--- src/rtl/rs_syndrome_stream.sv ---
// Streaming Reed-Solomon syndrome generator over GF(2^SYMBOL_WIDTH).
// Symbols arrive highest-degree first. Each accepted symbol advances all
// NUM_SYN Horner accumulators in parallel:
//   S_j <- S_j * alpha^j + v
// A complete frame is presented with an error-detect flag on a valid/ready
// output. A frame whose in_last does not line up with the N-th symbol is
// dropped and flagged with a one-cycle frame_err pulse.
module rs_syndrome_stream #(
  parameter int                      SYMBOL_WIDTH = 8,
  parameter int                      N            = 18,
  parameter int                      NUM_SYN      = 2,
  parameter logic [SYMBOL_WIDTH:0]   PRIM_POLY    = 9'h11D,
  parameter int                      FIRST_ROOT   = 1
) (
  input  logic                              clk,
  input  logic                              rst,
  input  logic                              in_valid,
  output logic                              in_ready,
  input  logic [SYMBOL_WIDTH-1:0]           in_symbol,
  input  logic                              in_last,
  output logic                              syn_valid,
  input  logic                              syn_ready,
  output logic [NUM_SYN*SYMBOL_WIDTH-1:0]   syndromes,
  output logic                              err_detect,
  output logic                              frame_err
);

  localparam int SW    = SYMBOL_WIDTH;
  localparam int CNT_W = (N > 2) ? $clog2(N) : 1;

  // Multiply by alpha (x), reducing by the primitive polynomial.
  function automatic logic [SW-1:0] gf_xtime(input logic [SW-1:0] a);
    logic [SW-1:0] r;
    r = {a[SW-2:0], 1'b0};
    if (a[SW-1]) r = r ^ PRIM_POLY[SW-1:0];
    return r;
  endfunction

  // General GF multiply. Only ever called with a constant second operand,
  // so it folds down to an XOR network.
  function automatic logic [SW-1:0] gf_mul(input logic [SW-1:0] a,
                                           input logic [SW-1:0] b);
    logic [SW-1:0] p;
    logic [SW-1:0] x;
    p = '0;
    x = a;
    for (int i = 0; i < SW; i++) begin
      if (b[i]) p = p ^ x;
      x = gf_xtime(x);
    end
    return p;
  endfunction

  // alpha^e, evaluated at elaboration time.
  function automatic logic [SW-1:0] alpha_pow(input int e);
    logic [SW-1:0] p;
    p = {{(SW-1){1'b0}}, 1'b1};
    for (int i = 0; i < e; i++) p = gf_xtime(p);
    return p;
  endfunction

  // Packed table of the generator roots alpha^(FIRST_ROOT+k).
  function automatic logic [NUM_SYN*SW-1:0] root_table();
    logic [NUM_SYN*SW-1:0] t;
    t = '0;
    for (int k = 0; k < NUM_SYN; k++) t[k*SW +: SW] = alpha_pow(FIRST_ROOT + k);
    return t;
  endfunction

  localparam logic [NUM_SYN*SW-1:0] ROOTS = root_table();

  typedef enum logic {ACCUM, HOLD} state_t;

  state_t           state;
  logic [CNT_W-1:0] count;
  logic [SW-1:0]    acc_p1  [NUM_SYN];
  logic [SW-1:0]    acc_nxt [NUM_SYN];
  logic             any_nz;
  logic             xfer;
  logic             at_end;

  assign xfer   = in_valid && in_ready;
  assign at_end = (count == CNT_W'(N - 1));

  // Next accumulator values: the first symbol loads, later symbols go
  // through one Horner step. any_nz looks ahead at the final values.
  always_comb begin
    any_nz = 1'b0;
    for (int k = 0; k < NUM_SYN; k++) begin
      acc_nxt[k] = '0;
      if (count == '0) acc_nxt[k] = in_symbol;
      else             acc_nxt[k] = gf_mul(acc_p1[k], ROOTS[k*SW +: SW]) ^ in_symbol;
      any_nz = any_nz | (acc_nxt[k] != '0);
    end
  end

  // ---- stage p1: accumulators, doubling as the output syndrome registers
  // Accumulators only move on an input transfer. in_ready is low in HOLD,
  // so the presented syndromes stay frozen until they are consumed.
  always_ff @(posedge clk) begin
    if (rst) begin
      for (int k = 0; k < NUM_SYN; k++) acc_p1[k] <= '0;
    end else if (xfer) begin
      acc_p1 <= acc_nxt;
    end
  end

  for (genvar k = 0; k < NUM_SYN; k++) begin : g_out
    assign syndromes[k*SW +: SW] = acc_p1[k];
  end

  // Frame control FSM: symbol count, frame end and drop handling, output
  // handshake. All handshake outputs are registered.
  always_ff @(posedge clk) begin
    if (rst) begin
      state      <= ACCUM;
      count      <= '0;
      in_ready   <= 1'b1;
      syn_valid  <= 1'b0;
      err_detect <= 1'b0;
      frame_err  <= 1'b0;
    end else begin
      frame_err <= 1'b0;
      case (state)
        ACCUM: begin
          if (xfer) begin
            if (at_end && in_last) begin
              state      <= HOLD;
              count      <= '0;
              in_ready   <= 1'b0;
              syn_valid  <= 1'b1;
              err_detect <= any_nz;
            end else if (at_end || in_last) begin
              // Misaligned in_last: drop the frame and start over.
              count     <= '0;
              frame_err <= 1'b1;
            end else begin
              count <= count + CNT_W'(1);
            end
          end
        end
        HOLD: begin
          if (syn_ready) begin
            state     <= ACCUM;
            in_ready  <= 1'b1;
            syn_valid <= 1'b0;
          end
        end
        default: begin
          state    <= ACCUM;
          count    <= '0;
          in_ready <= 1'b1;
        end
      endcase
    end
  end

endmodule

--- config.mk ---
export PLATFORM = sky130hd
export DESIGN_NAME = rs_syndrome_stream
export DESIGN_NICKNAME = d
export VERILOG_FILES = /design/src/rtl/rs_syndrome_stream.sv
export SDC_FILE = /design/constraint.sdc
export NUM_CORES = 1
export LEC_CHECK = 0
export CELL_PAD_IN_SITES_DETAIL_PLACEMENT = 0
export CELL_PAD_IN_SITES_GLOBAL_PLACEMENT = 1
export CORE_UTILIZATION = 40
export DETAILED_ROUTE_END_ITERATION = 8
export PLACE_DENSITY_LB_ADDON = 0.1
export SLEW_MARGIN = 5
export SYNTH_ARGS = -nofsm -noshare
export SYNTH_HDL_FRONTEND = slang
export SYNTH_SLANG_ARGS = --single-unit
export TNS_END_PERCENT = 20
--- constraint.sdc ---
create_clock -name clk -period 4.6 [get_ports clk]
set_input_delay 1.38 -clock clk [delete_from_list [all_inputs] [get_ports clk]]
set_output_delay 1.38 -clock clk [all_outputs]
set_load 0.005 [all_outputs]
==> summary.md <==
| Metric | Value |
|---|---|
| Clk slew on worst S/H paths | `0.09 ns` |
| Net Count, Synth | `229` |
| M1 GR Usage | `0.232` |
| Total wire length | `3950 um` |
| Crit Path Max Fanout | `8` |
| Required time of the critical path | `4.77 ns` |
| VDD IR max | `0.226 mV` |
| CP Capture Type | `flop` |
| Number of synthesized register bits | `26` |
| # diodes | `0` |
| Unique masters post-synth | `38` |
| All-Layer GR Usage | `0.194` |
| Slew Limit Fails | `0` |
| Min cycle time layout | `2.89 ns` |
| PostCTS Resize Cnt | `0` |
| Fin nets | `250` |
| Syn avg cell area | `7.94 um^2` |
| Clock insertion delay at the later pin of the skew report | `0.27 ns` |
| Post-synthesis sequential area ratio | `0.308` |
| Vias in the first global route | `1400` |
| Most frequent cell after synthesis | `nor2_1` |
| Final HPWL DP | `2880 um` |
| Area after DPL | `1990 um^2` |
| Top post-synthesis cells by count | `nor2_1, dfxtp_1, xnor2_1` |
| Leak | `0.717 nW` |
| M3 GR Usage | `0.0377` |
| Post-layout instance area | `2050 um^2` |
| Final Hold Fails | `0` |
| Max-cap check violation count | `0` |
| Port Buffer Count | `32` |
| Synth Instances | `213` |
| Top_reg_cell synth | `dfxtp_1` |
| H-tree depth | `1` |
| Period Utilization, post-route | `0.629` |
| Top-area cell type share of the netlist area | `0.308` |
| Initial Util | `0.420` |
| CTS tree | `yes` |
| Post-cts hold buffer count | `0` |
| IO Count | `33` |
| Setup TNS | `0 ns` |
| Grt total ovfl | `0` |
| GRT busiest layer | `met2` |
| Chip height | `67.0 um` |
| RSZ-0062 raised after global routing | `false` |
| Worst EP arrival | `3.06 ns` |
| CTS Buffer Depth | `2` |
| DRC viols | `0` |
| Initial antenna violation count | `0` |
| Vias | `1539` |
| Worst setup SP type | `input port` |
| Via density | `5.44` |
| Pwr dens | `276 nW/um^2` |
| Global placement routability congestion | `0.810` |
| Setup Skew | `0.00328 ns` |
| Layout cells sized above 1 | `0.0343` |
| First-pass GRT wire length | `6550 um` |
| Ys async rst share | `0` |
| Total CTS buffers | `3` |
| Worst-Margin Slew | `1.01 ns` |
| Max-slew headroom | `0.321` |
| Area leader, netlist | `dfxtp_1` |
| Synth top area cells | `dfxtp_1, xnor2_1, xor2_1` |
| Met2 Track Usage GR | `0.349` |
| Die Wd | `67.0 um` |
| Row count | `23` |
| Reg2reg path depth | `7` |
| Post-synth EDFFs | `0` |
| Crit Path Class | `input port to flop` |
| CTS Sinks | `26` |
| Hold Crit Class | `flop to flop` |
| Status | `finished, final reports clean` |
| Pin count of the biggest net entering global routing | `33` |
| Hold depth | `2` |
| Post-route ant nets | `0` |
| Router iterations before antenna repair | `4` |
| Finish-stage setup viols | `0` |
| CTS root buf | `clkbuf_8` |
| Cell area after synthesis | `1690 um^2` |
| Fmax | `346 MHz` |
| Die ar. | `4490 um^2` |
| P&R area growth vs syn | `20.9%` |
| Wire per inst | `13.9 um` |
| Postcts setup bufs | `0` |
| Core area | `4030 um^2` |
| Initial DRC Count | `68` |
| YS warnings | `0` |
critical path: stages:
cell and delay [ns]:
clkdlybuf4s50_1 0.65, nand2_1 0.08, or4_1 0.40, a21oi_1 0.15, o21ai_0 0.11, nor3_1 0.19
a21oi_1 0.09
per-layer routing:
metal | routed length [um] | up-vias
met1 | 1820 | 717
met3 | 123 | 5
met5 | 0 | -
met4 | 32 | 0
met2 | 1970 | 28
li1 | - | 789
registers in the layout, indices dropped and copies added (netlist names):
signal      cells
frame_err       1
syndromes      16
count           5
in_ready        1
syn_valid       1
state           1
err_detect      1
layout by cell type, fill, tap and decap left out:
cell | Yosys | routed
nor2_1 | 34 | 34
clkdlybuf4s50_1 | 0 | 32
dfxtp_1 | 26 | 26
xnor2_1 | 18 | 18
nand2_1 | 17 | 17
xor2_1 | 15 | 15
a211oi_1 | 13 | 13
a21oi_1 | 11 | 11
o21ai_0 | 6 | 6
nor3_1 | 6 | 6
inv_1 | 5 | 5
nand4_1 | 4 | 4
a31oi_1 | 4 | 4
clkbuf_8 | 0 | 4
or3_1 | 3 | 3
a311oi_1 | 3 | 3
nor4_1 | 3 | 3
o32ai_1 | 3 | 3
ha_1 | 3 | 3
and2_1 | 2 | 2
and3_1 | 2 | 2
o21bai_1 | 2 | 2
nand3b_1 | 2 | 2
nand3_1 | 2 | 2
nor4bb_1 | 2 | 2
or4b_4 | 1 | 1
nor4b_4 | 1 | 1
or2_2 | 1 | 1
mux2i_1 | 1 | 1
o311ai_0 | 1 | 1
o311a_1 | 1 | 1
or4_1 | 1 | 1
nor4b_1 | 1 | 1
o32a_1 | 1 | 1
nand2b_1 | 1 | 1
buf_4 | 2 | 1
logic make-up after synthesis:
group	share of synthesized area
adders and majority gates	0.0222
DFF	0.308
AOI/OAI and AO/OA	0.180
xor gates and xnor gates	0.171
buffers and inverters	0.0651
muxes	0.00592
and+or+nand+nor	0.249
stage by stage:
| step | setup WS [ns] | power, mW | hold slack (ns) | utilization | std cells |
|---|---|---|---|---|---|
| 2_1_floorplan | 2.03 | 0.367 | 0.480 | - | 213 |
| 4_1_cts | 1.71 | 0.572 | 0.523 | 0.508 | 283 |
| 6_report | 1.71 | 0.564 | 0.516 | 0.508 | 283 |
| 5_1_grt | 1.56 | 0.597 | 0.564 | 0.508 | 283 |
| 3_5_place_dp | 1.42 | 0.417 | 0.499 | 0.494 | 279 |
| 3_3_place_gp | 1.47 | 0.413 | 0.491 | 0.494 | 279 |
power breakdown:
group | internal (mW) | total, mW | switching (mW)
Clock | 0.0766 | 0.152 | 0.0757
Sequential | 0.238 | 0.260 | 0.0212
Combinational | 0.0766 | 0.152 | 0.0751
area by class of cell:
class / count / area (um^2)
Fill cell: 401 / 1980
Multi-Input combinational cell: 165 / 1060
Sequential cell: 26 / 520
Timing Repair Buffer: 33 / 328
Tap cell: 50 / 62.6
Clock buffer: 4 / 55.1
Inverter: 5 / 18.8
worst paths after layout:
path / from / end / slack [ns]
setup / recovery: in_symbol[1] / err_detect / 1.71
hold / removal: syn_valid / syn_valid / 0.52
setup reg to reg: count[0] / err_detect / 2.28
hold reg to reg: syn_valid / syn_valid / 0.52
Power figures use the tool's default switching activity.
==> RTL change: new RTL, same flow settings <==
The parameter `FIRST_ROOT` goes from 1 to 0.
--- a/src/rtl/rs_syndrome_stream.sv
+++ b/src/rtl/rs_syndrome_stream.sv
@@ -10,7 +10,7 @@
   parameter int                      N            = 18,
   parameter int                      NUM_SYN      = 2,
   parameter logic [SYMBOL_WIDTH:0]   PRIM_POLY    = 9'h11D,
-  parameter int                      FIRST_ROOT   = 1
+  parameter int                      FIRST_ROOT   = 0
 ) (
   input  logic                              clk,
   input  logic                              rst,
Behaviour: not the same (Yosys sat finds a counterexample within 4 cycles, from zero or initial values and one cycle with rst high).
==> RTL change against the original RTL <==
Core utilization rose by 2.4 points; global-route usage rose by 1.9 points; clock skew barely moved; via count rose by 2.4%; critical endpoint unchanged; total power rose by 4.9%; cell area fell by 2.0%; sequential cell count did not move; combinational power fell by 9%; wire length rose by 3.9%; worst setup slack got worse by 0.10 ns; count of clock-buffer cells in the layout fell by 1; area after synthesis fell by 4.2%; synthesized cell count fell by 1.9%.
==> RTL change: results (changes against the original RTL) <==
- Status: finished clean (unchanged)
- Htree depth: 1 (unchanged)
- DRT iter0 DRCs: 116 (was 68)
- VDD IR-drop max: 0.168 mV (was 0.226 mV)
- CP arrival: 3.12 ns (was 3.06 ns)
- Crit Path Max Fanout: 9 (was 8)
- Number of vias per cell: 5.69 (was 5.44)
- Clock share of power: 0.330 (was 0.270)
- FF-to-FF path depth: 9 (was 7)
- Met1 usage in global routing: 0.268 (was 0.232)
- Register area share after synthesis: 0.321 (was 0.308)
- Crit path launch: in_symbol[4] (was in_symbol[1])
- Clk_lat worst skew: 0.28 ns
- Met2 track demand over resource: 0.360 (was 0.349)
- Netlist cell types: 35 (was 38)
- Max reg flops: 16 (unchanged)
- Routability congestion estimate: 0.888 (was 0.810)
- Layout cells sized above 1: 0.0393 (was 0.0343)
- All-Layer GR Usage: 0.213 (was 0.194)
- M3 GR Usage: 0.0399 (was 0.0377)
- ANT cells: 0 (unchanged)
- First-pass GRT wire length: 7100 um (was 6550 um)
- Setup Skew: 0.00370 ns (was 0.00328 ns)
- Critical path destination: err_detect (unchanged)
- Number of global-route vias before repair: 1487 (was 1400)
- Top cells by area, synth: dfxtp_1 (32%), nor2_1 (8.1%), xor2_1 (6.5%) (was dfxtp_1 (31%), xnor2_1 (9.3%), xor2_1 (7.8%))
- Combinational share of power: 0.234 (was 0.269)
- R2R Setup Slk: 2.43 ns (was 2.28 ns)
- Synthesized Nets: 225 (was 229)
- Hold WC Path Type: register to register (unchanged)
- Worst r2r src: count[1] (was count[0])
- DRT Wirelength: 4100 um (was 3950 um)
- Max clock buf depth: 2 (unchanged)
- Worst-path clk slew: 0.10 ns
- Switch share: 0.284 (was 0.305)
- Post-synthesis average cell area: 7.75 um^2 (was 7.94 um^2)
- Fin nets: 246 (was 250)
- Top cells by count, synth: nor2_1 (35), dfxtp_1 (26), nand2_1 (21) (was nor2_1 (34), dfxtp_1 (26), xnor2_1 (18))
- Slew margin rel.: 0.400 (was 0.321)
- PortBufs: 32 (unchanged)
- Cells after DPL: 273 (was 279)
- Leakage: 0.680 nW (was 0.717 nW)
- Hold EP: syn_valid (unchanged)
- Hold slack: 0.464 ns (was 0.516 ns)
- Finished Layout Cells: 277 (was 283)
- HPWL Detailed: 2780 um (was 2880 um)
- Number of setup buffers added after CTS: 0 (unchanged)
==> RTL change: changes by cell type after synthesis, moves of 4 or more <==
cell      delta
nor3_1       -4
a21oi_1      -5
a22oi_1      +8
o21ai_0     +12
nand2_1      +4
xnor2_1      -8
clkbuf_1     +5
a211oi_1     -5
==> RTL change: metal layers <==
| metal | share of wire | vias to the layer above |
|---|---|---|
| met4 | 0.018 | 0 |
| met3 | 0.046 | 6 |
| met5 | 0 | - |
| met1 | 0.47 | 743 |
| met2 | 0.47 | 46 |
| li1 | - | 781 |
==> RTL change: logic make-up (layout without fill, tap and decap cells) <==
| family | after synthesis | in the layout | synth area share |
|---|---|---|---|
| flip-flops | 26 | 26 | 0.321 |
| AO/OA/AOI/OAI | 55 | 55 | 0.220 |
| buffers and inverters | 19 | 39 | 0.0502 |
| AND/OR/NAND/NOR | 83 | 83 | 0.256 |
| XOR/XNOR | 23 | 23 | 0.129 |
| adder cells (fa/ha/maj) | 3 | 3 | 0.0232 |
==> RTL change: worst max-delay path, stage by stage <==
cell and delay [ns]:
clkdlybuf4s50_1 0.70, nor4bb_1 0.35, a31oi_1 0.08, o32ai_1 0.21, nand3_1 0.14, nor3_2 0.18
a211oi_1 0.08
==> RTL change: layout make-up <==
type	count	area [um^2]
tap	48	60.1
timing repair buffer	33	328
sequential	26	520
clock buffer	3	41.3
multi-input combinational	164	1020
fill	365	1770
inverter	2	7.51
clock inverter	1	30.0
==> RTL change: through the flow <==
stage / util / worst slack, ns / area, um^2 / total power, W
after floorplan: - / 1.99 / 1620 / 0.000349
after global placement: 0.513 / 1.35 / 1930 / 0.000397
after detailed placement: 0.513 / 1.31 / 1930 / 0.000401
after CTS: 0.532 / 1.61 / 2010 / 0.000598
after global routing: 0.532 / 1.42 / 2010 / 0.000627
final: 0.532 / 1.61 / 2010 / 0.000591
